## config.mk

```make
export PLATFORM = sky130hd
export DESIGN_NAME = vga_timing_gen
export DESIGN_NICKNAME = d
export VERILOG_FILES = /design/src/rtl/vga_pkg.sv /design/src/rtl/vga_delay_line.sv /design/src/rtl/vga_timing_gen.sv
export SDC_FILE = /design/constraint.sdc
export NUM_CORES = 1
export LEC_CHECK = 0
export ABC_CLOCK_PERIOD_IN_PS = 2800
export BUFFER_PORTS_ARGS = -buffer_cell sky130_fd_sc_hd__buf_2
export CAP_MARGIN = 20
export CORE_MARGIN = 4
export CORE_UTILIZATION = 53
export DETAILED_ROUTE_END_ITERATION = 12
export HOLD_SLACK_MARGIN = 0.15
export PLACE_DENSITY = 0.75
export SLEW_MARGIN = 20
export SYNTH_ARGS = -nofsm -noshare
export SYNTH_HDL_FRONTEND = slang
export SYNTH_SLANG_ARGS = --single-unit
```

## constraint.sdc

```tcl
create_clock -name vga_clk -period 2.8 [get_ports vga_clk]
set_clock_uncertainty 0.2 [all_clocks]
set_input_delay 0.56 -clock vga_clk [delete_from_list [all_inputs] [get_ports vga_clk]]
set_output_delay 0.56 -clock vga_clk [all_outputs]
set_load 0.03 [all_outputs]
```

## src/rtl/vga_pkg.sv

```systemverilog
// Shared 640x480@60 raster constants and mapper pipeline latencies.
// Sprite/background mappers import this same package so their skew stays in lock-step.
package vga_pkg;

  localparam int unsigned H_VISIBLE = 640;
  localparam int unsigned H_FRONT   = 16;
  localparam int unsigned H_SYNC    = 96;
  localparam int unsigned H_BACK    = 48;
  localparam int unsigned V_VISIBLE = 480;
  localparam int unsigned V_FRONT   = 10;
  localparam int unsigned V_SYNC    = 2;
  localparam int unsigned V_BACK    = 33;

  localparam int unsigned H_TOTAL = H_VISIBLE + H_FRONT + H_SYNC + H_BACK;
  localparam int unsigned V_TOTAL = V_VISIBLE + V_FRONT + V_SYNC + V_BACK;

  // Mapper pipeline: one cycle of ROM read, then one cycle of registered RGB.
  localparam int unsigned MAPPER_ROM_LAT = 1;
  localparam int unsigned MAPPER_OUT_LAT = 1;

  typedef logic [9:0] coord_t;

endpackage

```

## src/rtl/vga_delay_line.sv

```systemverilog
// Fixed-depth shift register with synchronous reset to a configurable idle value.
// DEPTH of zero degenerates to a wire.
module vga_delay_line #(
  parameter int unsigned WIDTH = 1,
  parameter int unsigned DEPTH = 1,
  parameter logic [WIDTH-1:0] RESET_VAL = '0
) (
  input  logic             vga_clk,
  input  logic             reset,
  input  logic [WIDTH-1:0] din,
  output logic [WIDTH-1:0] dout
);

  if (DEPTH == 0) begin : g_pass
    assign dout = din;
  end else begin : g_shift
    logic [WIDTH-1:0] stage_q [DEPTH];

    always_ff @(posedge vga_clk) begin
      if (reset) begin
        for (int unsigned i = 0; i < DEPTH; i++) begin
          stage_q[i] <= RESET_VAL;
        end
      end else begin
        stage_q[0] <= din;
        for (int unsigned i = 1; i < DEPTH; i++) begin
          stage_q[i] <= stage_q[i-1];
        end
      end
    end

    assign dout = stage_q[DEPTH-1];
  end

endmodule

```

## src/rtl/vga_timing_gen.sv

```systemverilog
// 640x480@60 raster counters with blank/sync outputs skewed to match the mapper pipeline.
// DrawX/DrawY and the strobes are undelayed; blank and hs/vs trail them by the mapper latencies.
module vga_timing_gen
  import vga_pkg::*;
#(
  parameter int unsigned BLANK_LAT = MAPPER_ROM_LAT,
  parameter int unsigned SYNC_LAT  = MAPPER_ROM_LAT + MAPPER_OUT_LAT
) (
  input  logic   vga_clk,
  input  logic   reset,
  output coord_t DrawX,
  output coord_t DrawY,
  output logic   blank,
  output logic   hs,
  output logic   vs,
  output logic   frame_start,
  output logic   vblank_start
);

  localparam coord_t HMax   = coord_t'(H_TOTAL - 1);
  localparam coord_t VMax   = coord_t'(V_TOTAL - 1);
  localparam coord_t HVis   = coord_t'(H_VISIBLE);
  localparam coord_t VVis   = coord_t'(V_VISIBLE);
  localparam coord_t HsBeg  = coord_t'(H_VISIBLE + H_FRONT);
  localparam coord_t HsEnd  = coord_t'(H_VISIBLE + H_FRONT + H_SYNC);
  localparam coord_t VsBeg  = coord_t'(V_VISIBLE + V_FRONT);
  localparam coord_t VsEnd  = coord_t'(V_VISIBLE + V_FRONT + V_SYNC);

  coord_t hc_q;
  coord_t vc_q;

  always_ff @(posedge vga_clk) begin
    if (reset) begin
      hc_q <= '0;
      vc_q <= '0;
    end else if (hc_q == HMax) begin
      hc_q <= '0;
      if (vc_q == VMax) begin
        vc_q <= '0;
      end else begin
        vc_q <= vc_q + coord_t'(1);
      end
    end else begin
      hc_q <= hc_q + coord_t'(1);
    end
  end

  assign DrawX = hc_q;
  assign DrawY = vc_q;

  logic vis;
  logic hs_n;
  logic vs_n;
  logic [1:0] sync_dly;

  // Reset gating keeps the zero-latency pass-through case idle while reset is held.
  always_comb begin
    vis  = (hc_q < HVis) && (vc_q < VVis) && !reset;
    hs_n = !((hc_q >= HsBeg) && (hc_q < HsEnd)) || reset;
    vs_n = !((vc_q >= VsBeg) && (vc_q < VsEnd)) || reset;
  end

  assign frame_start  = (hc_q == '0) && (vc_q == '0) && !reset;
  assign vblank_start = (hc_q == '0) && (vc_q == VVis) && !reset;

  vga_delay_line #(
    .WIDTH     (1),
    .DEPTH     (BLANK_LAT),
    .RESET_VAL (1'b0)
  ) u_blank_dly (
    .vga_clk (vga_clk),
    .reset   (reset),
    .din     (vis),
    .dout    (blank)
  );

  vga_delay_line #(
    .WIDTH     (2),
    .DEPTH     (SYNC_LAT),
    .RESET_VAL (2'b11)
  ) u_sync_dly (
    .vga_clk (vga_clk),
    .reset   (reset),
    .din     ({hs_n, vs_n}),
    .dout    (sync_dly)
  );

  assign hs = sync_dly[1];
  assign vs = sync_dly[0];

endmodule

```

==> results.txt, run 1 <==
----------------------------------------------------
[Synthesis]
  Post-Syn Nets ... 145
  FF+latch count, synth ... 25
  Post-Syn Area per Cell ... 8.97 sq um
  Synth Warn # ... 0
  Count of flip-flops with a built-in enable after synthesis ... 0
  Proportion of netlist area held by the largest area contributor ... 0.401
  Leading register cell type out of synthesis ... sky130_fd_sc_hd__dfxtp_1
  Seq/Total Area, Yosys ... 0.401
  Post-Synthesis Cells ... approximately 140
  Most area-consuming cells after synthesis ... sky130_fd_sc_hd__dfxtp_1 (40%), sky130_fd_sc_hd__xnor2_1 (5.6%), sky130_fd_sc_hd__nor2_1 (5.4%)
  Unique masters post-synth ... 34
  Post-synth top area cell ... sky130_fd_sc_hd__dfxtp_1
  Post-synthesis cell area ... 1250 sq um
  Post-synthesis async set-or-reset flop share ... 0

[Floorplanning]
  Boundary Pins ... 27
  Horizontal extent of the die ... 56.5 um
  Initial cell density of the core ... 0.559
  Floorplan core area ... ~2200 sq um
  Height of the die ... 56.5 um
  Core Rows ... 17
  Die footprint ... 3190 sq um

[Power]
  Power dissipated by switching net loads ... 0.000148 W
  P_int ... 0.000428 W
  Leakage power total ... between 0.5 and 0.6 nW
  Ratio of total power to cell area ... 428 nW/um^2
  Switching fraction of total power ... 0.256
  Logic pwr share ... 0.076
  Share of total power in sequential cells ... 0.637
  Clock share of power ... 0.287
  Maximum vdd drop ... 0.000302 V

[Worst setup path]
  Critical path fanouts, max ... 6
  Setup Crit Path Kind ... register to output port
  Startpoint type of the worst setup path ... register
  Signal arrival time at the worst endpoint ... 1.81 ns
  Category of the worst setup path capture point ... output port
  Req. time, crit path ... 2.04 ns

[Clocking]
  Post-cts repair resize count ... 0
  Setup repair bufs after CTS ... 0
  Clock slew at reported path FFs ... 0.15 ns
  Worst-skew pair later-pin latency ... 0.33 ns
  Number of buffers inserted during clock tree synthesis ... 3
  Largest buffer count on any clock path ... 2
  Sink Count ... 25
  Number of buffers inserted for hold repair after clock tree synthesis ... 0
  CTS Root Buffer Type ... sky130_fd_sc_hd__clkbuf_4
  Depth of the CTS H-tree ... 1
  CTS tree ... done

[Global routing]
  Wire length of the first global-routing pass ... about 4200 um
  Vias in the first global route ... 917
  Aggregate global routing overflow ... 0
  Largest net degree at the start of global routing ... 16
  Gr usage total ... 0.163
  Antenna violations before repair ... 0

[Status]
  Result of the run ... completed

[Route]
  Detailed route wirelength on metal2 ... 1130 um
  Routed wirelength normalized by instance count ... 13.0 um
  Number of routed nets with antenna violations ... 0
  Iteration count of the initial detailed-routing pass ... 4
  Highest metal used ... met4
  Met1 Wirelength ... 1190 um
  Vias after detailed routing ... 1031
  Drt via density ... 5.46
  Total length of routed wires ... ~2500 um
  Met3 Routed Length ... 110 um
  First DRT Iteration DRCs ... 21
  DRC violations left ... 0

[Placement]
  Number of input and output port buffers inserted ... 26
  Estimated wirelength of the detail-placed design ... 1810 um
  RePlAce Congestion ... 0.790

[Finish]
  Fill cell instance count of the final layout ... 223
  Share of the core filled with cells in the final layout ... 0.603
  Multi-input gate area ... ~620 sq um
  Most common cell after layout, fill and taps aside ... sky130_fd_sc_hd__buf_2
  Highest-count cells in the layout ignoring fill and taps ... sky130_fd_sc_hd__buf_2 (26), sky130_fd_sc_hd__dfxtp_1 (25), sky130_fd_sc_hd__nor2_1 (18), sky130_fd_sc_hd__nand3_1 (10), sky130_fd_sc_hd__nor3_1 (9)
  Layout cells sized above 1 ... 0.236
  Area added between synthesis and finish ... 7.92%
  Sequential cell area ... 500 sq um
  Total inserted antenna cells ... 0
  Number of nets in the layout ... 168

[Timing]
  Fin crit period ... 2.57 ns
  Headroom to the max-slew limit ... 0.640
  RSZ-0062 raised after global routing ... no
  Slew Limit Fails ... 0
  Endpoints failing hold ... 0
  Period utilisation layout ... 0.917
  Final Hold Slack ... about 0.23 ns
  Finish-stage setup viols ... 0
  Final sum of negative setup slack ... 0 ns
  Actual transition at the worst max-transition pin ... 0.536 ns
  Peak clock frequency supported by timing ... between 300 and 400 MHz

[Hold path]
  Classification of the worst-slack hold path ... register to register

[Run]
  Maxcap violations ... 0

----------------------------------------------------
[worst max-delay path, cell delays in order (launching register included)]
cell and delay [ns]:
sky130_fd_sc_hd__dfxtp_1 0.38, sky130_fd_sc_hd__inv_1 0.10, sky130_fd_sc_hd__ha_1 0.18, sky130_fd_sc_hd__nand2_1 0.06
sky130_fd_sc_hd__nor3_1 0.17, sky130_fd_sc_hd__nand4_1 0.17, sky130_fd_sc_hd__nor3_1 0.21, sky130_fd_sc_hd__buf_2 0.23
[cells in the mapped netlist (4+ instances only)]
cell type and n:
sky130_fd_sc_hd__dfxtp_1 25, sky130_fd_sc_hd__nor2_1 18, sky130_fd_sc_hd__nand3_1 10, sky130_fd_sc_hd__nor3_1 9, sky130_fd_sc_hd__nand4_1 8, sky130_fd_sc_hd__xnor2_1 8, sky130_fd_sc_hd__inv_1 7, sky130_fd_sc_hd__nand2_1 5
sky130_fd_sc_hd__nor4_1 5, sky130_fd_sc_hd__xor2_1 5, sky130_fd_sc_hd__a21oi_1 4, sky130_fd_sc_hd__ha_1 4
[area by class of cell]
class,count,share of cell area
multi-input cells,99,0.464
flip-flops and latches,25,0.372
repair buffers,26,0.0967
well taps,28,0.0260
inverters,7,0.0195
clock buffers,3,0.0167
clock inverters,1,0.00558
[worst paths after layout]
check / startpoint / end / slack, ns / cells after the start
setup / recovery: DrawY[0]$_SDFFE_PP0P_ / frame_start / 0.23 / 7
hold / removal: u_sync_dly.g_shift.stage_q[0][1]$_SDFF_PP1_ / u_sync_dly.g_shift.stage_q[0][3]$_SDFF_PP1_ / 0.23 / 1
setup reg to reg: DrawX[0]$_SDFF_PP0_ / DrawY[7]$_SDFFE_PP0P_ / 0.25 / 5
hold reg to reg: u_sync_dly.g_shift.stage_q[0][1]$_SDFF_PP1_ / u_sync_dly.g_shift.stage_q[0][3]$_SDFF_PP1_ / 0.23 / 1
[power by group through the flow]
stage               Combinational (W)  Sequential, W  Clock, W
floorplan                   0.0000278       0.000381         0
global placement            0.0000423       0.000374         0
detailed placement          0.0000436       0.000374         0
CTS                         0.0000438       0.000367  0.000170
global route                0.0000470       0.000368  0.000184
finish                      0.0000436       0.000367  0.000165
[through the flow]
stage / setup WS, ns / area (sq um) / cells / total power [W]
2_1_floorplan: 0.209 / 1250 / 139 / 0.000409
3_5_place_dp: 0.308 / 1320 / 185 / 0.000418
6_report: 0.231 / 1350 / 189 / 0.000576
4_1_cts: 0.236 / 1350 / 189 / 0.000580
5_1_grt: 0.0264 / 1350 / 189 / 0.000599
3_3_place_gp: 0.379 / 1320 / 185 / 0.000416
[routing by layer]
layer	track usage	vias to the layer above
met3	0.0345	4
met1	0.223	479
met4	0.0610	0
met2	0.251	22
met5	0	-
li1	-	526
[flip-flops by register name, indices dropped and copies added (netlist names)]
register,count
DrawX,10
DrawY,10
u_sync_dly.g_shift.stage_q,4
u_blank_dly.g_shift.stage_q,1
[cell families after synthesis]
logic type,share of synthesized area
adders and majority gates,0.0401
xor gates and xnor gates,0.0913
AOI/OAI and AO/OA,0.0481
DFF,0.401
buffers and inverters,0.0983
and+or+nand+nor,0.321
Note: power is estimated with default switching activity, not from simulation.
==> run 2, diff against run 1 <==
Settings changed: ABC_CLOCK_PERIOD_IN_PS 2800 to 3050, CELL_PAD_IN_SITES_DETAIL_PLACEMENT set to 0, CELL_PAD_IN_SITES_GLOBAL_PLACEMENT set to 1, CORE_UTILIZATION 53 to 42, PLACE_DENSITY 0.75 to 0.79.
Clock period 2.8 ns to 3.05 ns, I/O delays scaled along.
==> run 2 against run 1 <==
- first-iteration DRC count is 71% higher
- sequential cell count stayed put
- count of clock-buffer cells in the layout rose by 1
- via count shrank 1.4%
- sequential power decreased by 8.2%
- routed wire length is 3.7% higher
- sequential share of layout area unchanged
- global-route usage is 2.6 points lower
- utilization fell by 12 points
- register-to-register slack improved by 0.23 ns
- hold slack gained 0.0036 ns
- largest cell class unchanged
- highest routed layer unchanged
==> results.txt, run 2 (synthesis gave the netlist of run 1 again) <==
----------------------------------------------------
[Clocking]
  Number of buffers inserted for hold repair after clock tree synthesis ... 0 (unchanged)
  Largest buffer count on any clock path ... 2 (unchanged)
  CTS tree ... done (unchanged)
  Setup repair bufs after CTS ... 0 (unchanged)
  Clock slew at reported path FFs ... 0.13 ns (was 0.15 ns)
  Worst-skew pair later-pin latency ... 0.32 ns (was 0.33 ns)
  Number of buffers inserted during clock tree synthesis ... 3 (unchanged)
  Sink Count ... 25 (unchanged)
  Post-cts repair resize count ... 0 (unchanged)
  Depth of the CTS H-tree ... 1 (unchanged)
  CTS Root Buffer Type ... sky130_fd_sc_hd__clkbuf_4 (unchanged)

[Worst setup path]
  Beginning of the worst register-to-register path ... DrawX[0]$_SDFF_PP0_ (unchanged)
  Startpoint type of the worst setup path ... register (unchanged)
  Req. time, crit path ... 3.10 ns (was 2.04 ns)
  Critical path fanouts, max ... 7 (was 6)
  Signal arrival time at the worst endpoint ... 2.63 ns (was 1.81 ns)
  Setup Crit Path Kind ... register to register (was register to output port)
  Category of the worst setup path capture point ... register (was output port)
  Worst Setup SP ... DrawX[0]$_SDFF_PP0_ (was DrawY[0]$_SDFFE_PP0P_)

[Timing]
  Final sum of negative setup slack ... 0 ns (unchanged)
  RSZ-0062 raised after global routing ... no (unchanged)
  Period utilisation layout ... 0.844
  Finish-stage setup viols ... 0 (unchanged)
  Endpoints failing hold ... 0 (unchanged)
  Peak clock frequency supported by timing ... 389 MHz
  Fin crit period ... 2.57 ns
  Actual transition at the worst max-transition pin ... 0.596 ns (was 0.536 ns)
  Slew Limit Fails ... 0 (unchanged)
  Headroom to the max-slew limit ... 0.599 (was 0.640)

[Placement]
  Number of input and output port buffers inserted ... 26 (unchanged)
  RePlAce Congestion ... 0.801 (was 0.790)
  Placement-stage cell area ... 1320 sq um (about the same)
  Estimated wirelength of the detail-placed design ... 1920 um (was 1810 um)

[Run]
  Maxcap violations ... 0 (unchanged)

[Finish]
  Layout cells sized above 1 ... 0.230 (was 0.236)
  Area added between synthesis and finish ... 7.92% (unchanged)
  Highest-count cells in the layout ignoring fill and taps ... sky130_fd_sc_hd__buf_2 (26), sky130_fd_sc_hd__dfxtp_1 (25), sky130_fd_sc_hd__nor2_1 (18), sky130_fd_sc_hd__nand3_1 (10), sky130_fd_sc_hd__nor3_1 (9) (unchanged)
  Total inserted antenna cells ... 0 (unchanged)
  Most common cell after layout, fill and taps aside ... sky130_fd_sc_hd__buf_2 (unchanged)
  Final non-filler cell area ... 1350 sq um (unchanged)
  Number of nets in the layout ... 168 (unchanged)

[Floorplanning]
  Initial cell density of the core ... 0.445 (was 0.559)
  Die footprint ... 3910 sq um (was 3190 sq um)
  Boundary Pins ... 27 (unchanged)
  Height of the die ... 62.5 um (was 56.5 um)
  Floorplan core area ... 2810 sq um (was 2230 sq um)
  Horizontal extent of the die ... 62.5 um (was 56.5 um)
  Core Rows ... 19 (was 17)

[Route]
  Total length of routed wires ... 2550 um (was 2460 um)
  Number of routed nets with antenna violations ... 0 (unchanged)
  Iteration count of the initial detailed-routing pass ... 4 (unchanged)
  First DRT Iteration DRCs ... 36 (was 21)
  Routed wirelength normalized by instance count ... 13.3 um (was 13.0 um)
  Vias after detailed routing ... 1017 (was 1031)
  Drt via density ... 5.30 (was 5.46)
  DRC violations left ... 0 (unchanged)

[Global routing]
  Gr usage total ... 0.138 (was 0.163)
  Antenna violations before repair ... 0 (unchanged)
  Vias in the first global route ... 950 (was 917)
  Wire length of the first global-routing pass ... 4390 um (was 4200 um)
  Aggregate global routing overflow ... 0 (unchanged)
  Largest net degree at the start of global routing ... 14 (was 16)

[Hold path]
  Classification of the worst-slack hold path ... register to register (unchanged)
  Worst min-delay path startpoint ... u_sync_dly.g_shift.stage_q[0][1]$_SDFF_PP1_ (unchanged)

[Power]
  Leakage power total ... 0.551 nW (was 0.550 nW)
  Maximum vdd drop ... 0.000160 V (was 0.000302 V)
  Ratio of total power to cell area ... 386 nW/um^2 (was 428 nW/um^2)

[Status]
  Result of the run ... completed (unchanged)

----------------------------------------------------
run 2: cell types whose count changed in the layout (fill, tap and decap cells not counted):
cell,delta
sky130_fd_sc_hd__clkinvlp_4,-1
sky130_fd_sc_hd__clkbuf_1,+1
run 2: worst max-delay path, stage by stage, from the launching register on:
cell and delay (ns):
sky130_fd_sc_hd__dfxtp_1 0.45, sky130_fd_sc_hd__ha_1 0.28, sky130_fd_sc_hd__or3b_1 0.50, sky130_fd_sc_hd__or4_4 0.59, sky130_fd_sc_hd__or3_1 0.33, sky130_fd_sc_hd__a21oi_1 0.15
run 2: final timing paths:
check                                                              endpoint  slack [ns]  depth (start not counted)
worst min register to register  u_sync_dly.g_shift.stage_q[0][3]$_SDFF_PP1_        0.23                          1
worst max-delay path                                  DrawY[7]$_SDFFE_PP0P_        0.48                          5
worst max register to register                        DrawY[7]$_SDFFE_PP0P_        0.48                          5
worst min-delay path            u_sync_dly.g_shift.stage_q[0][3]$_SDFF_PP1_        0.23                          1
run 2: routing by layer:
metal	track usage	share of wire	routed length, um	up-vias
li1	-	-	-	528
met1	0.172	0.49	1260	467
met2	0.224	0.44	1120	18
met3	0.0342	0.053	135	4
met4	0.0606	0.016	40	0
met5	0	0	0	-
run 2: through the flow:
step,total power (W),cells,setup slack [ns],hold slack [ns],utilization
2_1_floorplan,0.000375,139,0.459,0.189,-
3_3_place_gp,0.000382,188,0.593,0.198,0.471
3_5_place_dp,0.000383,188,0.512,0.201,0.471
4_1_cts,0.000529,192,0.487,0.236,0.480
5_1_grt,0.000541,192,0.373,0.248,0.480
6_report,0.000520,192,0.476,0.231,0.480
run 2: final cells by class:
type	instances	area, sq um
Inverter	7	26.3
Timing Repair Buffer	26	130
Fill cell	284	1460
Sequential cell	25	500
Tap cell	31	38.8
Clock buffer	4	26.3
Multi-Input combinational cell	99	624
run 2: report_power, final:
group | internal, W | leakage (nW) | total [W] | switching [W]
clock | 0.0000512 | 0.0150 | 0.000145 | 0.0000934
combinational | 0.0000120 | 0.333 | 0.0000384 | 0.0000264
sequential | 0.000331 | 0.202 | 0.000337 | 0.00000623
==> run 3, diff against run 2 <==
Settings changed: ABC_CLOCK_PERIOD_IN_PS 3050 to 2600, CORE_UTILIZATION 42 to 39, PLACE_DENSITY 0.79 to 0.74.
Clock period 3.05 ns to 2.6 ns, I/O delays scaled along.
==> run 3 against run 2 <==
- final cell count increased by 7.3%
- utilization is 2.5 points lower
- sequential cell count stayed put
- power rose by 19%
- combinational power rose by 26%
- count of clock-buffer cells in the layout did not move
- hold slack got worse by 0.0077 ns
- design area increased by 3.1%
- global-route usage is 0.25 points higher
==> results.txt, run 3 (synthesis gave the netlist of run 1 again) <==
----------------------------------------------------
[Floorplanning]
  Core Rows ... 20 (was 19)
  Initial cell density of the core ... 0.409 (was 0.445)
  Boundary Pins ... 27 (unchanged)
  Floorplan core area ... 3050 sq um (was 2810 sq um)
  Die footprint ... 4170 sq um (was 3910 sq um)
  Height of the die ... 64.6 um (was 62.5 um)
  Horizontal extent of the die ... 64.6 um (was 62.5 um)

[Route]
  Routed wirelength normalized by instance count ... 12.9 um (was 13.3 um)
  Number of routed nets with antenna violations ... 0 (unchanged)
  Total length of routed wires ... 2650 um (was 2550 um)
  Iteration count of the initial detailed-routing pass ... 4 (unchanged)
  Drt via density ... 4.88 (was 5.30)
  First DRT Iteration DRCs ... 30 (was 36)
  DRC violations left ... 0 (unchanged)
  Vias after detailed routing ... 1006 (was 1017)

[Clocking]
  CTS Root Buffer Type ... sky130_fd_sc_hd__clkbuf_4 (unchanged)
  Sink Count ... 25 (unchanged)
  Setup repair bufs after CTS ... 0 (unchanged)
  Clock slew at reported path FFs ... 0.14 ns (was 0.13 ns)
  CTS tree ... done (unchanged)
  Number of buffers inserted for hold repair after clock tree synthesis ... 0 (unchanged)
  Worst-skew pair later-pin latency ... 0.32 ns (about the same)
  Depth of the CTS H-tree ... 1 (unchanged)
  Number of buffers inserted during clock tree synthesis ... 3 (unchanged)
  Largest buffer count on any clock path ... 2 (unchanged)
  Post-cts repair resize count ... 0 (unchanged)

[Timing]
  Endpoints failing hold ... 0 (unchanged)
  Slew Limit Fails ... 0 (unchanged)
  Headroom to the max-slew limit ... 0.744 (was 0.599)
  Finish-stage setup viols ... 0 (unchanged)
  RSZ-0062 raised after global routing ... no (unchanged)
  Peak clock frequency supported by timing ... 397 MHz
  Actual transition at the worst max-transition pin ... 0.381 ns (was 0.596 ns)
  Final sum of negative setup slack ... 0 ns (unchanged)
  Fin crit period ... ~2.5 ns
  Fin worst setup slack ... 0.0782 ns (was 0.476 ns)
  Period utilisation layout ... 0.970

[Worst setup path]
  Req. time, crit path ... 1.88 ns (was 3.10 ns)
  Category of the worst setup path capture point ... output port (was register)
  Signal arrival time at the worst endpoint ... 1.80 ns (was 2.63 ns)
  Startpoint type of the worst setup path ... register (unchanged)
  Setup Crit Path Kind ... register to output port (was register to register)
  Register-to-Register Setup Slack ... 0.20 ns (was 0.48 ns)
  Critical path fanouts, max ... 6 (was 7)

[Finish]
  Highest-count cells in the layout ignoring fill and taps ... sky130_fd_sc_hd__dfxtp_1 (24), sky130_fd_sc_hd__buf_2 (24), sky130_fd_sc_hd__nor2_1 (18), sky130_fd_sc_hd__nand3_1 (10) (was sky130_fd_sc_hd__buf_2 (26), sky130_fd_sc_hd__dfxtp_1 (25), sky130_fd_sc_hd__nor2_1 (18), sky130_fd_sc_hd__nand3_1 (10), sky130_fd_sc_hd__nor3_1 (9))
  Total inserted antenna cells ... 0 (unchanged)
  Fill cell instance count of the final layout ... 332 (was 284)
  Area added between synthesis and finish ... 11.2% (was 7.92%)
  Layout cells sized above 1 ... 0.253 (was 0.230)
  Number of nets in the layout ... 169 (was 168)

[Power]
  Leakage power total ... 0.557 nW (was 0.551 nW)
  Ratio of total power to cell area ... 446 nW/um^2 (was 386 nW/um^2)
  Maximum vdd drop ... 0.000248 V (was 0.000160 V)
  Total chip power ... 0.000619 W (was 0.000520 W)

[Global routing]
  Wire length of the first global-routing pass ... 4640 um (was 4390 um)
  Largest net degree at the start of global routing ... 14 (unchanged)
  Vias in the first global route ... 955 (was 950)
  Gr usage total ... 0.140 (was 0.138)
  Antenna violations before repair ... 0 (unchanged)
  Aggregate global routing overflow ... 0 (unchanged)

[Placement]
  Estimated wirelength of the detail-placed design ... 1960 um (was 1920 um)
  Number of input and output port buffers inserted ... 26 (unchanged)
  Worst setup timing slack at the placement stage ... 0.223 ns (was 0.512 ns)
  RePlAce Congestion ... 0.764 (was 0.801)

[Status]
  Result of the run ... completed (unchanged)

[Run]
  Maxcap violations ... 0 (unchanged)

[Hold path]
  Classification of the worst-slack hold path ... register to register (unchanged)

----------------------------------------------------
## run 3: cell types whose count changed in the layout (fill, tap and decap cells not counted)
cell                      delta
sky130_fd_sc_hd__buf_2       -2
sky130_fd_sc_hd__nor3_2      +1
sky130_fd_sc_hd__dfxtp_2     +1
sky130_fd_sc_hd__nor4_1      -1
sky130_fd_sc_hd__nor4_2      +1
sky130_fd_sc_hd__dfxtp_1     -1
sky130_fd_sc_hd__buf_4       +3
sky130_fd_sc_hd__nor3_1      -1
## run 3: final timing paths
check	cells after the start	from	to
min	1	u_sync_dly.g_shift.stage_q[0][1]$_SDFF_PP1_	u_sync_dly.g_shift.stage_q[0][3]$_SDFF_PP1_
max reg2reg	5	DrawX[0]$_SDFF_PP0_	DrawY[9]$_SDFFE_PP0P_
min reg2reg	1	u_sync_dly.g_shift.stage_q[0][1]$_SDFF_PP1_	u_sync_dly.g_shift.stage_q[0][3]$_SDFF_PP1_
max	7	DrawY[0]$_SDFFE_PP0P_	frame_start
## run 3: through the flow
stage | cells | utilization | hold slack (ns) | instance area [sq um]
final | 206 | 0.455 | 0.224 | 1390
after CTS | 206 | 0.449 | 0.224 | 1370
after global routing | 206 | 0.455 | 0.243 | 1390
after detailed placement | 202 | 0.440 | 0.194 | 1340
after floorplan | 139 | - | 0.189 | 1250
after global placement | 202 | 0.440 | 0.194 | 1340
## run 3: critical path, cell delays in order, from the launching register on
cell and delay [ns]:
sky130_fd_sc_hd__dfxtp_1 0.38, sky130_fd_sc_hd__inv_1 0.10, sky130_fd_sc_hd__ha_1 0.20, sky130_fd_sc_hd__nand2_1 0.07, sky130_fd_sc_hd__nor3_1 0.13, sky130_fd_sc_hd__nand4_1 0.16
sky130_fd_sc_hd__nor3_1 0.25, sky130_fd_sc_hd__buf_4 0.20
## run 3: final cells by class
type                            count  area (sq um)  area share
Timing Repair Buffer               27           143       0.103
Clock buffer                        4          26.3      0.0189
Tap cell                           44          55.1      0.0397
Sequential cell                    25           502       0.362
Multi-Input combinational cell     99           636       0.458
Inverter                            7          26.3      0.0189
## run 3: per-layer routing
metal / share of wire / up-vias / track usage
met4: 0.0091 / 0 / 0.0396
met1: 0.51 / 453 / 0.201
met2: 0.44 / 20 / 0.216
met5: 0 / - / 0
met3: 0.039 / 4 / 0.0225
li1: - / 529 / -
## run 3: power by group
group	switching, W	internal, W
Sequential	0.00000723	0.000388
Combinational	0.0000326	0.0000158
Clock	0.000115	0.0000600
Total	0.000155	0.000464
